==> config.mk <==
export PLATFORM = sky130hd
export DESIGN_NAME = mem_arbiter
export DESIGN_NICKNAME = d
export VERILOG_FILES = /design/src/rtl/mem_arbiter_pkg.sv /design/src/rtl/mem_arbiter_prio_sel.sv /design/src/rtl/mem_arbiter.sv
export SDC_FILE = /design/constraint.sdc
export NUM_CORES = 1
export LEC_CHECK = 0
export ABC_CLOCK_PERIOD_IN_PS = 2200
export BUFFER_PORTS_ARGS = -buffer_cell sky130_fd_sc_hd__buf_2
export CAP_MARGIN = 15
export CELL_PAD_IN_SITES_DETAIL_PLACEMENT = 0
export CELL_PAD_IN_SITES_GLOBAL_PLACEMENT = 1
export CORE_UTILIZATION = 30
export DETAILED_ROUTE_END_ITERATION = 10
export HOLD_SLACK_MARGIN = 0.02
export PLACE_DENSITY_LB_ADDON = 0.1
export SYNTH_ARGS = -nofsm -noshare
export SYNTH_HDL_FRONTEND = slang
export SYNTH_HIERARCHICAL = 1
export SYNTH_SLANG_ARGS = --single-unit
==> constraint.sdc <==
create_clock -name clk -period 2.2 [get_ports clk]
set_clock_uncertainty 0.2 [all_clocks]
set_input_delay 0.22 -clock clk [delete_from_list [all_inputs] [get_ports clk]]
set_output_delay 0.22 -clock clk [all_outputs]
set_load 0.02 [all_outputs]
==> src/rtl/mem_arbiter_pkg.sv <==
// rtl/mem_arbiter_pkg.sv - shared types and constants for the instruction/data memory arbiter
package mem_arbiter_pkg;

  typedef logic [31:0] bus32_t;

  typedef enum logic [1:0] {IDLE, INST, DATA, DONE} arb_state_t;
  typedef enum logic [1:0] {GNT_NONE, GNT_INST, GNT_DATA} arb_grant_t;

  typedef struct packed {
    logic       we;
    bus32_t     addr;
    logic [3:0] sel;
    bus32_t     wdata;
  } mem_req_t;

  localparam bus32_t ARB_ERR_DATA = 32'hDEAD_BEEF;
  localparam int     STREAK_W     = 4;

endpackage

==> src/rtl/mem_arbiter_prio_sel.sv <==
// rtl/mem_arbiter_prio_sel.sv - grant decision and streak update for one arbitration cycle
module mem_arbiter_prio_sel
  import mem_arbiter_pkg::*;
#(
  parameter int MAX_DATA_STREAK = 4
) (
  input  logic                inst_req,
  input  logic                data_req,
  input  logic [STREAK_W-1:0] streak,
  output arb_grant_t          grant,
  output logic [STREAK_W-1:0] streak_nxt
);

  localparam logic [STREAK_W-1:0] MAX_STREAK = STREAK_W'(MAX_DATA_STREAK);

  always_comb begin
    grant      = GNT_NONE;
    streak_nxt = streak;
    // Data wins unless a waiting fetch has already watched MAX_DATA_STREAK data grants go by.
    if (data_req && !(inst_req && (streak >= MAX_STREAK))) begin
      grant = GNT_DATA;
      if (streak != '1) begin
        streak_nxt = streak + STREAK_W'(1);
      end
    end else if (inst_req) begin
      grant      = GNT_INST;
      streak_nxt = '0;
    end else begin
      streak_nxt = '0;
    end
  end

endmodule

==> src/rtl/mem_arbiter.sv <==
// rtl/mem_arbiter.sv - shares one single-ported memory between fetch and load/store ports
// Optional watchdog enabled by defining ARB_TIMEOUT_EN.
module mem_arbiter
  import mem_arbiter_pkg::*;
#(
  parameter int MAX_DATA_STREAK = 4,
  parameter int TIMEOUT_CYCLES  = 64
) (
  input  logic        clk,
  input  logic        rst,
  input  logic        inst_req,
  input  bus32_t      inst_addr,
  output logic [31:0] inst_rdata,
  output logic        inst_valid,
  input  logic        data_req,
  input  logic        data_we,
  input  logic [31:0] data_addr,
  input  logic [3:0]  data_sel,
  input  logic [31:0] data_wdata,
  output logic [31:0] data_rdata,
  output logic        data_valid,
  output logic        mem_req,
  output logic        mem_we,
  output logic [31:0] mem_addr,
  output logic [3:0]  mem_sel,
  output logic [31:0] mem_wdata,
  input  logic [31:0] mem_rdata,
  input  logic        mem_ready,
  output logic        arb_err
);

  if (MAX_DATA_STREAK < 1 || MAX_DATA_STREAK > 15 || TIMEOUT_CYCLES < 1 || TIMEOUT_CYCLES > 127) begin : g_param_check
    $error("mem_arbiter: parameter out of range");
  end

  arb_state_t          state_q, state_d;
  arb_grant_t          grant_q, grant_d;
  mem_req_t            req_q, req_d;
  logic                mem_req_q, mem_req_d;
  logic [STREAK_W-1:0] streak_q, streak_d;
  logic [31:0]         inst_rdata_q, inst_rdata_d;
  logic [31:0]         data_rdata_q, data_rdata_d;
  logic                inst_valid_q, inst_valid_d;
  logic                data_valid_q, data_valid_d;

  arb_grant_t          sel_grant;
  logic [STREAK_W-1:0] sel_streak;

  mem_arbiter_prio_sel #(
    .MAX_DATA_STREAK(MAX_DATA_STREAK)
  ) u_prio_sel (
    .inst_req  (inst_req),
    .data_req  (data_req),
    .streak    (streak_q),
    .grant     (sel_grant),
    .streak_nxt(sel_streak)
  );

`ifdef ARB_TIMEOUT_EN
  logic [6:0] wd_q, wd_d;
  logic       arb_err_q, arb_err_d;
`endif

  always_comb begin
    state_d      = state_q;
    grant_d      = grant_q;
    req_d        = req_q;
    mem_req_d    = mem_req_q;
    streak_d     = streak_q;
    inst_rdata_d = inst_rdata_q;
    data_rdata_d = data_rdata_q;
    inst_valid_d = 1'b0;
    data_valid_d = 1'b0;
`ifdef ARB_TIMEOUT_EN
    wd_d         = wd_q;
    arb_err_d    = 1'b0;
`endif
    case (state_q)
      IDLE: begin
        streak_d = sel_streak;
        case (sel_grant)
          GNT_DATA: begin
            grant_d   = GNT_DATA;
            req_d     = '{we: data_we, addr: data_addr, sel: data_sel, wdata: data_wdata};
            mem_req_d = 1'b1;
            state_d   = DATA;
`ifdef ARB_TIMEOUT_EN
            wd_d      = '0;
`endif
          end
          GNT_INST: begin
            grant_d   = GNT_INST;
            req_d     = '{we: 1'b0, addr: inst_addr, sel: 4'hF, wdata: 32'h0};
            mem_req_d = 1'b1;
            state_d   = INST;
`ifdef ARB_TIMEOUT_EN
            wd_d      = '0;
`endif
          end
          default: ;
        endcase
      end
      INST, DATA: begin
        if (mem_ready) begin
          if (grant_q == GNT_INST) begin
            inst_rdata_d = mem_rdata;
            inst_valid_d = 1'b1;
          end else begin
            data_rdata_d = mem_rdata;
            data_valid_d = 1'b1;
          end
          mem_req_d = 1'b0;
          state_d   = DONE;
`ifdef ARB_TIMEOUT_EN
        end else if (wd_q == 7'(TIMEOUT_CYCLES - 1)) begin
          // Memory never answered: complete the access with a poison word and flag it.
          if (grant_q == GNT_INST) begin
            inst_rdata_d = ARB_ERR_DATA;
            inst_valid_d = 1'b1;
          end else begin
            data_rdata_d = ARB_ERR_DATA;
            data_valid_d = 1'b1;
          end
          arb_err_d = 1'b1;
          mem_req_d = 1'b0;
          state_d   = DONE;
        end else begin
          wd_d = wd_q + 7'd1;
`endif
        end
      end
      DONE: begin
        grant_d = GNT_NONE;
        state_d = IDLE;
      end
      default: state_d = IDLE;
    endcase
  end

  always_ff @(posedge clk) begin
    if (rst) begin
      state_q      <= IDLE;
      grant_q      <= GNT_NONE;
      req_q        <= '0;
      mem_req_q    <= 1'b0;
      streak_q     <= '0;
      inst_rdata_q <= '0;
      data_rdata_q <= '0;
      inst_valid_q <= 1'b0;
      data_valid_q <= 1'b0;
    end else begin
      state_q      <= state_d;
      grant_q      <= grant_d;
      req_q        <= req_d;
      mem_req_q    <= mem_req_d;
      streak_q     <= streak_d;
      inst_rdata_q <= inst_rdata_d;
      data_rdata_q <= data_rdata_d;
      inst_valid_q <= inst_valid_d;
      data_valid_q <= data_valid_d;
    end
  end

`ifdef ARB_TIMEOUT_EN
  always_ff @(posedge clk) begin
    if (rst) begin
      wd_q      <= '0;
      arb_err_q <= 1'b0;
    end else begin
      wd_q      <= wd_d;
      arb_err_q <= arb_err_d;
    end
  end

  assign arb_err = arb_err_q;
`else
  assign arb_err = 1'b0;
`endif

  assign mem_req    = mem_req_q;
  assign mem_we     = req_q.we;
  assign mem_addr   = req_q.addr;
  assign mem_sel    = req_q.sel;
  assign mem_wdata  = req_q.wdata;
  assign inst_rdata = inst_rdata_q;
  assign inst_valid = inst_valid_q;
  assign data_rdata = data_rdata_q;
  assign data_valid = data_valid_q;

endmodule

# Yosys cells after proc, flatten, opt, wreduce, memory -nomap -nowiden
# Index checks and enable logic that the tools add are counted.
[word_totals] out_inout_bits=137 inputBits=138 word_cells=59 register_bits=144 latch_bits=0 ram_bits=0 romBits=0 n_memories=0
[classes] n_reduce_logical=17 n_div=0 n_bitwise=3 eq_ne=11 n_mux=14 order_cmp=1 n_mul=0 shift=0 addsub=1
[ops] cell="one-hot mux 69 bit (2 select lines)" n=1
[ops] cell="AND reduction 3 bit" n=3
[ops] cell="2-to-1 mux 4 bit" n=2
[ops] cell="one-hot mux 2 bit (2 select lines)" n=2
[ops] cell="AND reduction 2 bit" n=4
[ops] cell="== test 2 x 1 -> 1 bit (second input constant)" n=3
[ops] cell="== test 2 bit (second input constant)" n=3
[ops] cell="!= test 2 bit (second input constant)" n=3
[ops] cell="one-hot mux 2 bit (3 select lines)" n=1
[ops] cell="nonzero test 2 bit" n=3
[ops] cell="2-to-1 mux 1 bit" n=5
[ops] cell="adder 4 x 1 -> 4 bit (second input constant)" n=1
[ops] cell=">= comparator 4 x 3 -> 1 bit (second input constant)" n=1
[ops] cell="2-to-1 mux 2 bit" n=2
[ops] cell="!= test 4 bit (second input constant)" n=1
[ops] cell="OR reduction 2 bit" n=2
[ops] cell="!= test 3 x 1 -> 1 bit (second input constant)" n=1
[ops] cell="inverter 1 bit" n=3
[ops] cell="OR reduction 3 bit" n=1
[ops] cell="logical AND 1 bit" n=2
[ops] cell="logical NOT 2 bit" n=1
[ops] cell="one-hot mux 1 bit (2 select lines)" n=1
[ops] cell="logical NOT 1 bit" n=1

# Longest topological paths before layout
# Gate-level depths: netlist of run 1.
[depth] ltp_word=9 mapped_depth=10 mapped_depth_nobuf=8

# Cells and area by module
# The synthesis of run 1 kept the hierarchy.
[modules_own_cells] mod="mem_arbiter" seq_area_each_um2=2882.8 area_each_um2=5814.3 cells_each=655 n_inst=1
[modules_own_cells] mod="mem_arbiter_prio_sel" seq_area_each_um2=0.0 area_each_um2=106.4 cells_each=18 n_inst=1

# Worst setup path after synthesis of run 1
# Ideal clock, no wire load.
[synth_path] path_type="register -> register" start="register streak_q[2]" end="register req_q, in the netlist mem_addr[16]" path_stages_with_launch=10 path_buffers=2 setup_ns=0.081 t_arrival_ns=1.779 path_slack_ns=0.139 path_cell_list="dfxtp_1 > o21ai_1 > nand2_2 > and2_2 > ha_1 > nor2b_2 > buf_6 > buf_6 > nor2_1 > a211oi_2"
[synth_via] elab_chain_cells=8
[synth_lines] item="from (decl)" line="mem_arbiter.sv:40" text="logic [STREAK_W-1:0] streak_q, streak_d;"
[synth_lines] item="from (signal assigned)" line="mem_arbiter.sv:156" text="streak_q <= streak_d;"
[synth_lines] item=">= comparator 4 x 3 -> 1 bit *" line="mem_arbiter_prio_sel.sv:20" text="if (data_req && !(inst_req && (streak >= MAX_STREAK))) begin"
[synth_lines] item="logical AND 1 bit *" line="mem_arbiter_prio_sel.sv:20"
[synth_lines] item="logical NOT 1 bit *" line="mem_arbiter_prio_sel.sv:20"
[synth_lines] item="logical AND 1 bit *" line="mem_arbiter_prio_sel.sv:20"
[synth_lines] item="2-to-1 mux 2 bit *" line="mem_arbiter_prio_sel.sv:20"
[synth_lines] item="named net sel_grant[0]" line="mem_arbiter.sv:46" text="arb_grant_t sel_grant;"
[synth_lines] item="== test 2 x 1 -> 1 bit / == test 2 bit (equally long branches)" line="mem_arbiter.sv:81" text="case (sel_grant)"
[synth_lines] item="nonzero test 2 bit (no line)"
[synth_lines] item="AND reduction 2 bit (no line)"
[synth_lines] item="to (signal assigned)" line="mem_arbiter.sv:154" text="req_q <= req_d;"
[synth_lines] item="to (decl)" line="mem_arbiter.sv:38" text="mem_req_t req_q, req_d;"
# The timed path passes the listed nets; every way through them passes the cells marked *.
# A chain may end at the register's enable or synchronous reset.

# Worst setup path after layout of run 1
[layout_path] start="register streak_q[2]" end="register req_q, in the netlist mem_addr[3]"
# The elaborated chain is that of the path after synthesis.

==> results of run 1 <==
[per-stage QoR]
| stage | hold WS, ns | worst slack, ns | util (%) |
|---|---|---|---|
| final | 0.0273 | 0.135 | 49.5 |
| after global routing | 0.0221 | 0.0164 | 49.5 |
| after floorplan | 0.156 | 0.139 | - |
| after CTS | 0.0210 | 0.0128 | 48.8 |
| after global placement | 0.235 | 0.0967 | 38.9 |
| after detailed placement | 0.240 | 0.0279 | 38.9 |
[cell usage after synthesis]
library cell and instances:
a211oi_1 11, a21oi_1 102, a311oi_1 2, clkbuf_2 2, buf_1 3, mux2i_1 39, nor3b_1 1, and2_1 3
nor3_1 11, nand2b_1 3, nand2_1 101, and2_2 1, buf_4 8, clkbuf_1 25, dfxtp_1 144, and4b_1 1
inv_1 5, nor2_1 48, nand4b_2 1, nand2_2 1, nor2b_2 1, xnor2_1 1, buf_2 17, o21ai_0 35
conb_1 1, a211oi_2 21, nand3_1 36, nand3b_1 33, buf_6 7, o21ai_1 1, ha_1 6, and2b_1 1
a31oi_1 1
[tightest hold or removal path, delay by kind of cell]
kind,cells,cell delay [ns]
buffers and inverters,1,0.08
AOI/OAI and AO/OA,1,0.21
muxes,1,0.09
[layer usage]
metal | GRT usage (%) | share of wire [%]
met4 | 6.51 | 1.4
met1 | 21.0 | 42
met3 | 5.05 | 6.0
met2 | 32.3 | 50
met5 | 0 | 0
[cells by family after synthesis]
family / after synthesis / share of synthesized area [%]
xor gates and xnor gates: 1 / 0.148
buffers and inverters: 67 / 6.04
other: 1 / 0.0633
DFF: 144 / 48.7
AOI/OAI and AO/OA: 173 / 17.9
muxes: 39 / 6.59
and+or+nand+nor: 242 / 19.3
adders and majority gates: 6 / 1.27
[path summary, 6_finish.rpt]
kind / endpoint / depth (start not counted) / slack, ns / startpoint
max: mem_addr[3]$_SDFFE_PP0P_ / 9 / 0.14 / streak_q[2]$_SDFFE_PP0N_
max reg2reg: mem_addr[3]$_SDFFE_PP0P_ / 9 / 0.14 / streak_q[2]$_SDFFE_PP0N_
min: mem_addr[14]$_SDFFE_PP0P_ / 3 / 0.03 / inst_addr[14]
min reg2reg: mem_wdata[2]$_SDFFE_PP0P_ / 2 / 0.25 / mem_wdata[2]$_SDFFE_PP0P_
[layout make-up]
class	count	area share, %
clock buffers	20	4.66
clock inverters	12	1.90
multi-input cells	462	28.3
inverters	5	0.196
flip-flops and latches	144	30.0
repair buffers	429	31.4
well taps	265	3.46
[power by group]
group / leakage, nW / switching [mW] / internal (mW)
Combinational: 2.68 / 2.10 / 1.43
Sequential: 1.18 / 0.235 / 3.09
Clock: 0.297 / 1.12 / 1.94
[repair_timing]
item | CTS | global route
hold buffers | 128 | 0
hold endpoints to repair | 131 | 0
buffers inserted | 0 | 2
endpoints found under the setup margin | 0 | 68
resized for setup | 0 | 5
[registers in the layout (all words and copies together), names as in the netlist]
register,cells
inst_valid,1
mem_sel,4
data_valid,1
mem_wdata,32
state_q,2
inst_rdata,32
streak_q,4
mem_req,1
data_rdata,32
mem_addr,32
grant_q,2
mem_we,1
==> summary.txt, run 1 <==
Status
  – Outcome: finished clean

Final layout
  – Area occupied by multi-input gates: 2720 sq um
  – FILL cells: 1,926
  – Post-layout instance area: 9600 sq um
  – Most frequent cells in the layout: 272 x buf_2, 144 x dfxtp_1, 128 x dlygate4sd3_1, 102 x a21oi_1, 101 x nand2_1
  – Area growth, synth to finish: 62.1%
  – Share of layout cells above drive strength 1: 33.8%
  – Antenna cells: 0
  – Commonest non-fill, non-tap cell in the layout: buf_2
  – Layout Cells excl Fill: 1,337
  – # nets final: 1,203
  – Sequential cell area: 2880 sq um

Synth
  – Synthesized area: 5920 sq um
  – Syn Area/Cell: 8.80 sq um
  – Synthesized net count: 817
  – Post-synthesis sequential area ratio: 48.7%
  – Top cell type by total area after synthesis: dfxtp_1
  – Netlist cell types: 33
  – Synth top area cells: dfxtp_1 49%, a21oi_1 8.6%, mux2i_1 6.6%
  – Post-synth top area share: 48.7%
  – Flops & latches, synth: 144
  – Synth Warn #: 6
  – Cells after synthesis: 673

Floorplanning
  – Initial core utilization: 30.5%
  – Die area: 20,300 sq um
  – Die W: 142 um
  – Core Region: 19,400 sq um
  – Die Height: 142 um
  – # rows: 51
  – Io pins: 275

Power and ir drop
  – Peak supply drop: 0.562 mV
  – Pwr Total: 9.92 mW
  – Leak Pwr: 4.15 nW
  – PwrDens: 1030 nW/um^2

Place
  – Detail Placement HPWL: 12,100 um
  – Placer congestion estimate: 0.752
  – Placed cells: 1,172
  – Placed inst area: 7550 sq um
  – # port buffers: 273

STA
  – Final Max Slew Viols: 0
  – Final setup vio count: 0
  – Setup TNS: 0 ns
  – Unrepaired setup endpoints after global routing: no
  – Max frequency: 484 MHz
  – Part of the cycle the worst path needs: 93.9%
  – Final hold vios: 0
  – Fin crit period: 2.06 ns

Worst setup path
  – CP top delay family: buffers and inverters
  – CP Class: flip-flop to flip-flop
  – Worst EP arrival: 2.19 ns
  – Worst-path cell chain: o21ai_1 > nand2_2 > and2_2 > ha_4 > nor2b_4 > buf_12 > buf_4 > clkbuf_16 > a211oi_1
  – Critical path startpoint category: flip-flop
  – Max incr delay on CP: 0.31 ns
  – Worst-path maximum fanout: 22
  – Worst Path Required: 2.32 ns
  – Crit end category: flip-flop
  – Slowest-stage cell, CP: dfxtp_1
  – Buffers & Inverters on Critical Path: 3

Clock network
  – Num CTS Buffers: 17
  – Clk pin slew, worst setup/hold paths: 0.06 ns
  – H-tree levels: 4
  – Clk sink count: 144
  – Clock Tree Root: clkbuf_16
  – Clock buffer depth: 2
  – Clock Latency Late Sink: 0.41 ns
  – CTS tree: built

GRT
  – Total GRT Usage: 18.3%
  – Vias in the first global route: 5,966
  – First-pass GRT wire length: 29,100 um
  – Antenna violations before repair: 0
  – Pin count of the biggest net entering global routing: 59
  – GRT overflow: 0

Routing
  – Routed Wire Length: 19,500 um
  – Drt drc: 0
  – DRT Pass-1 Iters: 4
  – Detail Route Antenna Nets: 0
  – Via count: 6,208
  – Detailed Route Iter0 Violations: 204
  – Avg WL per Cell: 14.6 um
  – Vias per cell: 4.64

Job
  – Max_cap viols: 0

Hold path
  – Worst min-delay path class: input pin to flip-flop
Note: power is estimated with default switching activity, not from simulation.
==> run 2: changes to the inputs <==
CELL_PAD_IN_SITES_DETAIL_PLACEMENT = unset   (was 0)
CELL_PAD_IN_SITES_GLOBAL_PLACEMENT = unset   (was 1)
CORE_UTILIZATION = 42   (was 30)
PLACE_DENSITY = 0.76   (was unset)
PLACE_DENSITY_LB_ADDON = unset   (was 0.1)
==> run 2 against run 1 <==
Compared with the run above:
- clock power down 13%
- combinational power rose by 1%
- die area is 28% lower
- worst setup slack got worse by 0.11 ns
- final area fell by 1.9%
- worst hold slack improved by 0.053 ns
- via count grew 7.7%
- flip-flop and latch count stayed put
- clock-buffer cell count up 1
- utilization increased by 19 points
==> summary.txt, run 2 (synthesis gave the netlist of run 1 again) <==
Final layout
  – Area growth, synth to finish: 59.1% (was 62.1%)
  – Commonest non-fill, non-tap cell in the layout: buf_2 (unchanged)
  – Share of layout cells above drive strength 1: 33.1% (was 33.8%)
  – # nets final: 1,207 (was 1,203)
  – Most frequent cells in the layout: 272 x buf_2, 144 x dfxtp_1, 132 x dlygate4sd3_1, 102 x a21oi_1, 101 x nand2_1 (was 272 x buf_2, 144 x dfxtp_1, 128 x dlygate4sd3_1, 102 x a21oi_1, 101 x nand2_1)
  – FILL cells: 986 (was 1,926)
  – Sequential cell area: 2880 sq um (unchanged)
  – Area occupied by multi-input gates: 2700 sq um (was 2720 sq um)
  – Layout Cells excl Fill: 1,255 (was 1,337)
  – Antenna cells: 0 (unchanged)

GRT
  – Vias in the first global route: 6,409 (was 5,966)
  – Antenna violations before repair: 0 (unchanged)
  – First-pass GRT wire length: 31,700 um (was 29,100 um)
  – GRT overflow: 0 (unchanged)
  – Pin count of the biggest net entering global routing: 45 (was 59)
  – Total GRT Usage: 27.9% (was 18.3%)

Clock network
  – Clock Tree Root: clkbuf_16 (unchanged)
  – Clock buffer depth: 2 (unchanged)
  – Clk pin slew, worst setup/hold paths: 0.06 ns (about the same)
  – H-tree levels: 4 (unchanged)
  – Clock Latency Late Sink: 0.41 ns (about the same)
  – Num CTS Buffers: 17 (unchanged)
  – CTS tree: built (unchanged)
  – Clk sink count: 144 (unchanged)

Job
  – Max_cap viols: 0 (unchanged)

Power and ir drop
  – Peak supply drop: 0.627 mV (was 0.562 mV)
  – Leak Pwr: 4.14 nW (was 4.15 nW)
  – PwrDens: 1020 nW/um^2 (was 1030 nW/um^2)

Place
  – Placer congestion estimate: 0.791 (was 0.752)
  – Detail Placement HPWL: 11,200 um (was 12,100 um)
  – # port buffers: 273 (unchanged)
  – Placed cells: 1,088 (was 1,172)

Routing
  – Detail Route Antenna Nets: 0 (unchanged)
  – DRT Pass-1 Iters: 5 (was 4)
  – Drt drc: 0 (unchanged)
  – Vias per cell: 5.33 (was 4.64)
  – Routed Wire Length: 21,200 um (was 19,500 um)
  – Avg WL per Cell: 16.9 um (was 14.6 um)
  – Via count: 6,683 (was 6,208)
  – Detailed Route Iter0 Violations: 511 (was 204)

STA
  – Fin crit period: 2.18 ns (was 2.06 ns)
  – Max frequency: 459 MHz (was 484 MHz)
  – Final hold vios: 0 (unchanged)
  – Part of the cycle the worst path needs: 99.0% (was 93.9%)
  – Final Max Slew Viols: 0 (unchanged)
  – Setup TNS: 0 ns (unchanged)
  – Hold_ws: 0.0804 ns (was 0.0273 ns)
  – Final setup vio count: 0 (unchanged)

Floorplanning
  – Io pins: 275 (unchanged)
  – Die area: 14,600 sq um (was 20,300 sq um)
  – Initial core utilization: 42.8% (was 30.5%)
  – # rows: 43 (was 51)
  – Die Height: 121 um (was 142 um)
  – Core Region: 13,800 sq um (was 19,400 sq um)
  – Die W: 121 um (was 142 um)

Worst setup path
  – Crit end category: flip-flop (unchanged)
  – Worst EP arrival: 2.28 ns (was 2.19 ns)
  – Worst Path Required: 2.30 ns (was 2.32 ns)
  – CP Class: flip-flop to flip-flop (unchanged)
  – Worst-path cell chain: o21ai_1 > nand2_2 > and2_2 > ha_4 > nor2b_4 > buf_12 > nor2_1 > a211oi_1 (was o21ai_1 > nand2_2 > and2_2 > ha_4 > nor2b_4 > buf_12 > buf_4 > clkbuf_16 > a211oi_1)
  – R2R Setup Slk: 0.02 ns (was 0.14 ns)
  – Critical path startpoint category: flip-flop (unchanged)
  – Max incr delay on CP: 0.32 ns (was 0.31 ns)
  – Worst-path maximum fanout: 20 (was 22)
  – Slowest-stage cell, CP: dfxtp_1 (unchanged)

Status
  – Outcome: finished clean (unchanged)

Hold path
  – Worst min-delay path class: input pin to flip-flop (unchanged)
## run 2: changes by cell type in the layout (fill, tap and decap cells not counted), sizes merged
cell | before | now
dlygate4sd3 | 128 | 132
clkinvlp | 3 | 1
buf | 298 | 299
clkinv | 3 | 7
bufinv | 4 | 1
inv | 7 | 6
## run 2: per-layer routing
layer,track usage (%),up-vias,part of all wire (%)
li1,-,3098,-
met1,30.3,3142,38
met2,47.8,364,50
met3,8.21,79,7.6
met4,17.1,0,4.6
met5,0,-,0
## run 2: per-stage QoR
step | power [mW] | cell area (sq um) | setup WS [ns] | utilization [%]
after floorplan | 5.55 | 5920 | 0.139 | -
after global placement | 6.45 | 7480 | 0.143 | 54.1
after detailed placement | 6.51 | 7480 | 0.0732 | 54.1
after CTS | 9.36 | 9340 | 0.0551 | 67.5
after global routing | 10.1 | 9420 | -0.0289 | 68.1
final | 9.61 | 9420 | 0.0213 | 68.1
## run 2: layout make-up
type,count,area share (%)
Multi-Input combinational cell,462,28.7
Clock inverter,10,0.943
Timing Repair Buffer,433,32.4
Sequential cell,144,30.6
Tap cell,180,2.39
Clock buffer,21,4.78
Inverter,5,0.199
## run 2: repair_timing
action / CTS / global route
endpoints found under the hold margin: 134 / 0
endpoints found under the setup margin: 0 / 32
hold buffers: 132 / 0
buffers inserted: 0 / 2
gates resized for setup: 0 / 2
## run 2: report_power, final
group          switching [mW]  leakage (nW)  internal (mW)  total [mW]
combinational            2.18          2.69           1.41        3.58
sequential              0.264          1.18           3.09        3.36
clock                    1.10         0.267           1.57        2.67
total                    3.53          4.14           6.07        9.61
## run 2: critical path, delay by kind of cell (launching register included)
| family | cells | cell delay, ns |
|---|---|---|
| AND/OR/NAND/NOR | 4 | 0.62 |
| AO/OA/AOI/OAI | 2 | 0.46 |
| flip-flops | 1 | 0.32 |
| adder cells (fa/ha/maj) | 1 | 0.26 |
| buffers and inverters | 1 | 0.20 |
## run 2: worst paths after layout
| path | endpoint | from | cells after the start |
|---|---|---|---|
| max | mem_addr[7]$_SDFFE_PP0P_ | streak_q[2]$_SDFFE_PP0N_ | 8 |
| min reg2reg | mem_wdata[25]$_SDFFE_PP0P_ | mem_wdata[25]$_SDFFE_PP0P_ | 2 |
| min | state_q[0]$_SDFFE_PP0P_ | mem_ready | 3 |
| max reg2reg | mem_addr[7]$_SDFFE_PP0P_ | streak_q[2]$_SDFFE_PP0N_ | 8 |
==> run 3: changes to the inputs <==
GPL_TIMING_DRIVEN = 0   (was unset)
==> run 3 against run 2 <==
Compared with the run above:
- global-route usage up 1.6 points
- largest power group unchanged
- first-iteration DRC count decreased by 10%
- critical path type unchanged
- fmax rose by 2.8%
- highest routed layer unchanged
- utilization increased by 1.3 points
- worst hold slack got worse by 0.033 ns
- via count is 1.7% higher
- total power is 5.5% higher
- final area rose by 1.9%
- die area stayed put
- clock-buffer cell count is the same
==> summary.txt, run 3 (synthesis gave the netlist of run 1 again) <==
Power and ir drop
  – Peak supply drop: 0.608 mV (was 0.627 mV)
  – Pwr Total: 10.1 mW (was 9.61 mW)
  – Leak Pwr: 4.24 nW (was 4.14 nW)
  – PwrDens: 1060 nW/um^2 (was 1020 nW/um^2)

Job
  – Max_cap viols: 0 (unchanged)

Routing
  – Via count: 6,794 (was 6,683)
  – Detail Route Antenna Nets: 0 (unchanged)
  – Detailed Route Iter0 Violations: 460 (was 511)
  – Vias per cell: 5.25 (was 5.33)
  – Drt drc: 0 (unchanged)
  – Avg WL per Cell: 17.0 um (was 16.9 um)
  – Routed Wire Length: 22,000 um (was 21,200 um)
  – DRT Pass-1 Iters: 5 (unchanged)

Final layout
  – # nets final: 1,244 (was 1,207)
  – Commonest non-fill, non-tap cell in the layout: buf_2 (unchanged)
  – Core Util, Final: 69.4% (was 68.1%)
  – Post-layout instance area: 9590 sq um (was 9420 sq um)
  – Layout Cells excl Fill: 1,293 (was 1,255)
  – Area growth, synth to finish: 62.0% (was 59.1%)
  – Share of layout cells above drive strength 1: 33.8% (was 33.1%)
  – Most frequent cells in the layout: 281 x buf_2, 142 x dfxtp_1, 133 x dlygate4sd3_1, 101 x nand2_1, 101 x a21oi_1 (was 272 x buf_2, 144 x dfxtp_1, 132 x dlygate4sd3_1, 102 x a21oi_1, 101 x nand2_1)
  – FILL cells: 1,024 (was 986)
  – Antenna cells: 0 (unchanged)

Place
  – Detail Placement HPWL: 13,100 um (was 11,200 um)
  – # port buffers: 272 (was 273)
  – Dpl ws: -0.194 ns (was 0.0732 ns)
  – Placed cells: 1,125 (was 1,088)
  – Placer congestion estimate: 0.803 (was 0.791)
  – Placed inst area: 7510 sq um (was 7480 sq um)

Floorplanning
  – Die Height: 121 um (unchanged)
  – Core Region: 13,800 sq um (unchanged)
  – # rows: 43 (unchanged)
  – Io pins: 275 (unchanged)
  – Initial core utilization: 42.8% (unchanged)
  – Die area: 14,600 sq um (unchanged)
  – Die W: 121 um (unchanged)

GRT
  – Antenna violations before repair: 0 (unchanged)
  – Pin count of the biggest net entering global routing: 17 (was 45)
  – Vias in the first global route: 6,778 (was 6,409)
  – First-pass GRT wire length: 33,400 um (was 31,700 um)
  – GRT overflow: 0 (unchanged)
  – Total GRT Usage: 29.5% (was 27.9%)

Hold path
  – Cells on Worst Hold Path: 3 (unchanged)
  – Worst min-delay path class: input pin to flip-flop (unchanged)
  – Hold_sp: mem_ready (unchanged)

Status
  – Outcome: finished clean (unchanged)

STA
  – Part of the cycle the worst path needs: 96.4% (was 99.0%)
  – Final setup vio count: 0 (unchanged)
  – Slew @ Worst Pin: 0.720 ns
  – Hold_ws: 0.0474 ns (was 0.0804 ns)
  – Final hold vios: 0 (unchanged)
  – Slew margin rel.: 52.0%
  – Max frequency: 472 MHz (was 459 MHz)
  – Setup TNS: 0 ns (unchanged)
  – Final Max Slew Viols: 0 (unchanged)
  – Fin crit period: 2.12 ns (was 2.18 ns)
  – Setup ws final: 0.0801 ns (was 0.0213 ns)

Clock network
  – Clk pin slew, worst setup/hold paths: 0.06 ns (about the same)
  – Clock buffer depth: 2 (unchanged)
  – Clock Tree Root: clkbuf_16 (unchanged)
  – Clk sink count: 144 (unchanged)
  – Clock Latency Late Sink: 0.41 ns (about the same)
  – CTS tree: built (unchanged)
  – Num CTS Buffers: 17 (unchanged)
  – H-tree levels: 4 (unchanged)

Worst setup path
  – CP Launch Point: streak_q[3]$_SDFFE_PP0N_ (was streak_q[2]$_SDFFE_PP0N_)
  – CP Class: flip-flop to flip-flop (unchanged)
  – Worst Path Required: 2.32 ns (was 2.30 ns)
  – Worst EP arrival: 2.24 ns (was 2.28 ns)
  – Crit end category: flip-flop (unchanged)
  – Critical R2R Launch: streak_q[3]$_SDFFE_PP0N_ (was streak_q[2]$_SDFFE_PP0N_)
  – FF-to-FF path depth: 9 (was 8)
  – Worst-path maximum fanout: 10 (was 20)
  – Critical path startpoint category: flip-flop (unchanged)
==> run 3: cell count changes in the layout (fill, tap and decap cells not counted), moves of 5 or more <==
cell / delta
clkbuf_2: +5
buf_12: -9
buf_6: +5
clkbuf_1: +19
buf_2: +9
==> run 3: path summary, 6_finish.rpt <==
path,slack (ns),end
max,0.08,mem_addr[28]$_SDFFE_PP0P_
min,0.05,state_q[0]$_SDFFE_PP0P_
max reg2reg,0.08,mem_addr[28]$_SDFFE_PP0P_
min reg2reg,0.25,mem_wdata[16]$_SDFFE_PP0P_
==> run 3: cell type report <==
class                   instances  area (sq um)  area share [%]
multi-input cells             462          2710            28.3
plain buffers                  62           378            3.94
clock inverters                11           174            1.81
well taps                     180           225            2.35
inverters                       5          18.8           0.196
flip-flops and latches        144          2890            30.1
clock buffers                  21           480            5.01
repair buffers                408          2720            28.3
==> run 3: worst max-delay path, stage by stage (launching register included) <==
cell	delay [ns]
dfxtp_2	0.34
o21ai_2	0.14
nand2_2	0.08
and2_2	0.22
ha_4	0.27
nor2b_4	0.18
buf_8	0.16
buf_8	0.14
nor2_1	0.07
a211oi_2	0.22
==> run 3: metal layers <==
layer / wire length (um) / track usage [%] / part of all wire, %
met1: 8470 / 31.7 / 38
met4: 1070 / 18.1 / 4.8
met3: 1630 / 8.49 / 7.4
met2: 10900 / 50.8 / 49
met5: 0 / 0 / 0
==> run 3: what timing repair did <==
action	CTS	global route
gates cloned	1	0
buffers inserted	0	2
gates resized for setup	13	15
pin swaps	0	4
setup endpoints to repair	69	72
hold buffers	133	0
hold endpoints to repair	133	0
==> run 3: power by group <==
part / switching [mW] / internal, mW / total (mW)
clock: 1.15 / 2.03 / 3.18
sequential: 0.257 / 3.09 / 3.35
combinational: 2.20 / 1.41 / 3.61
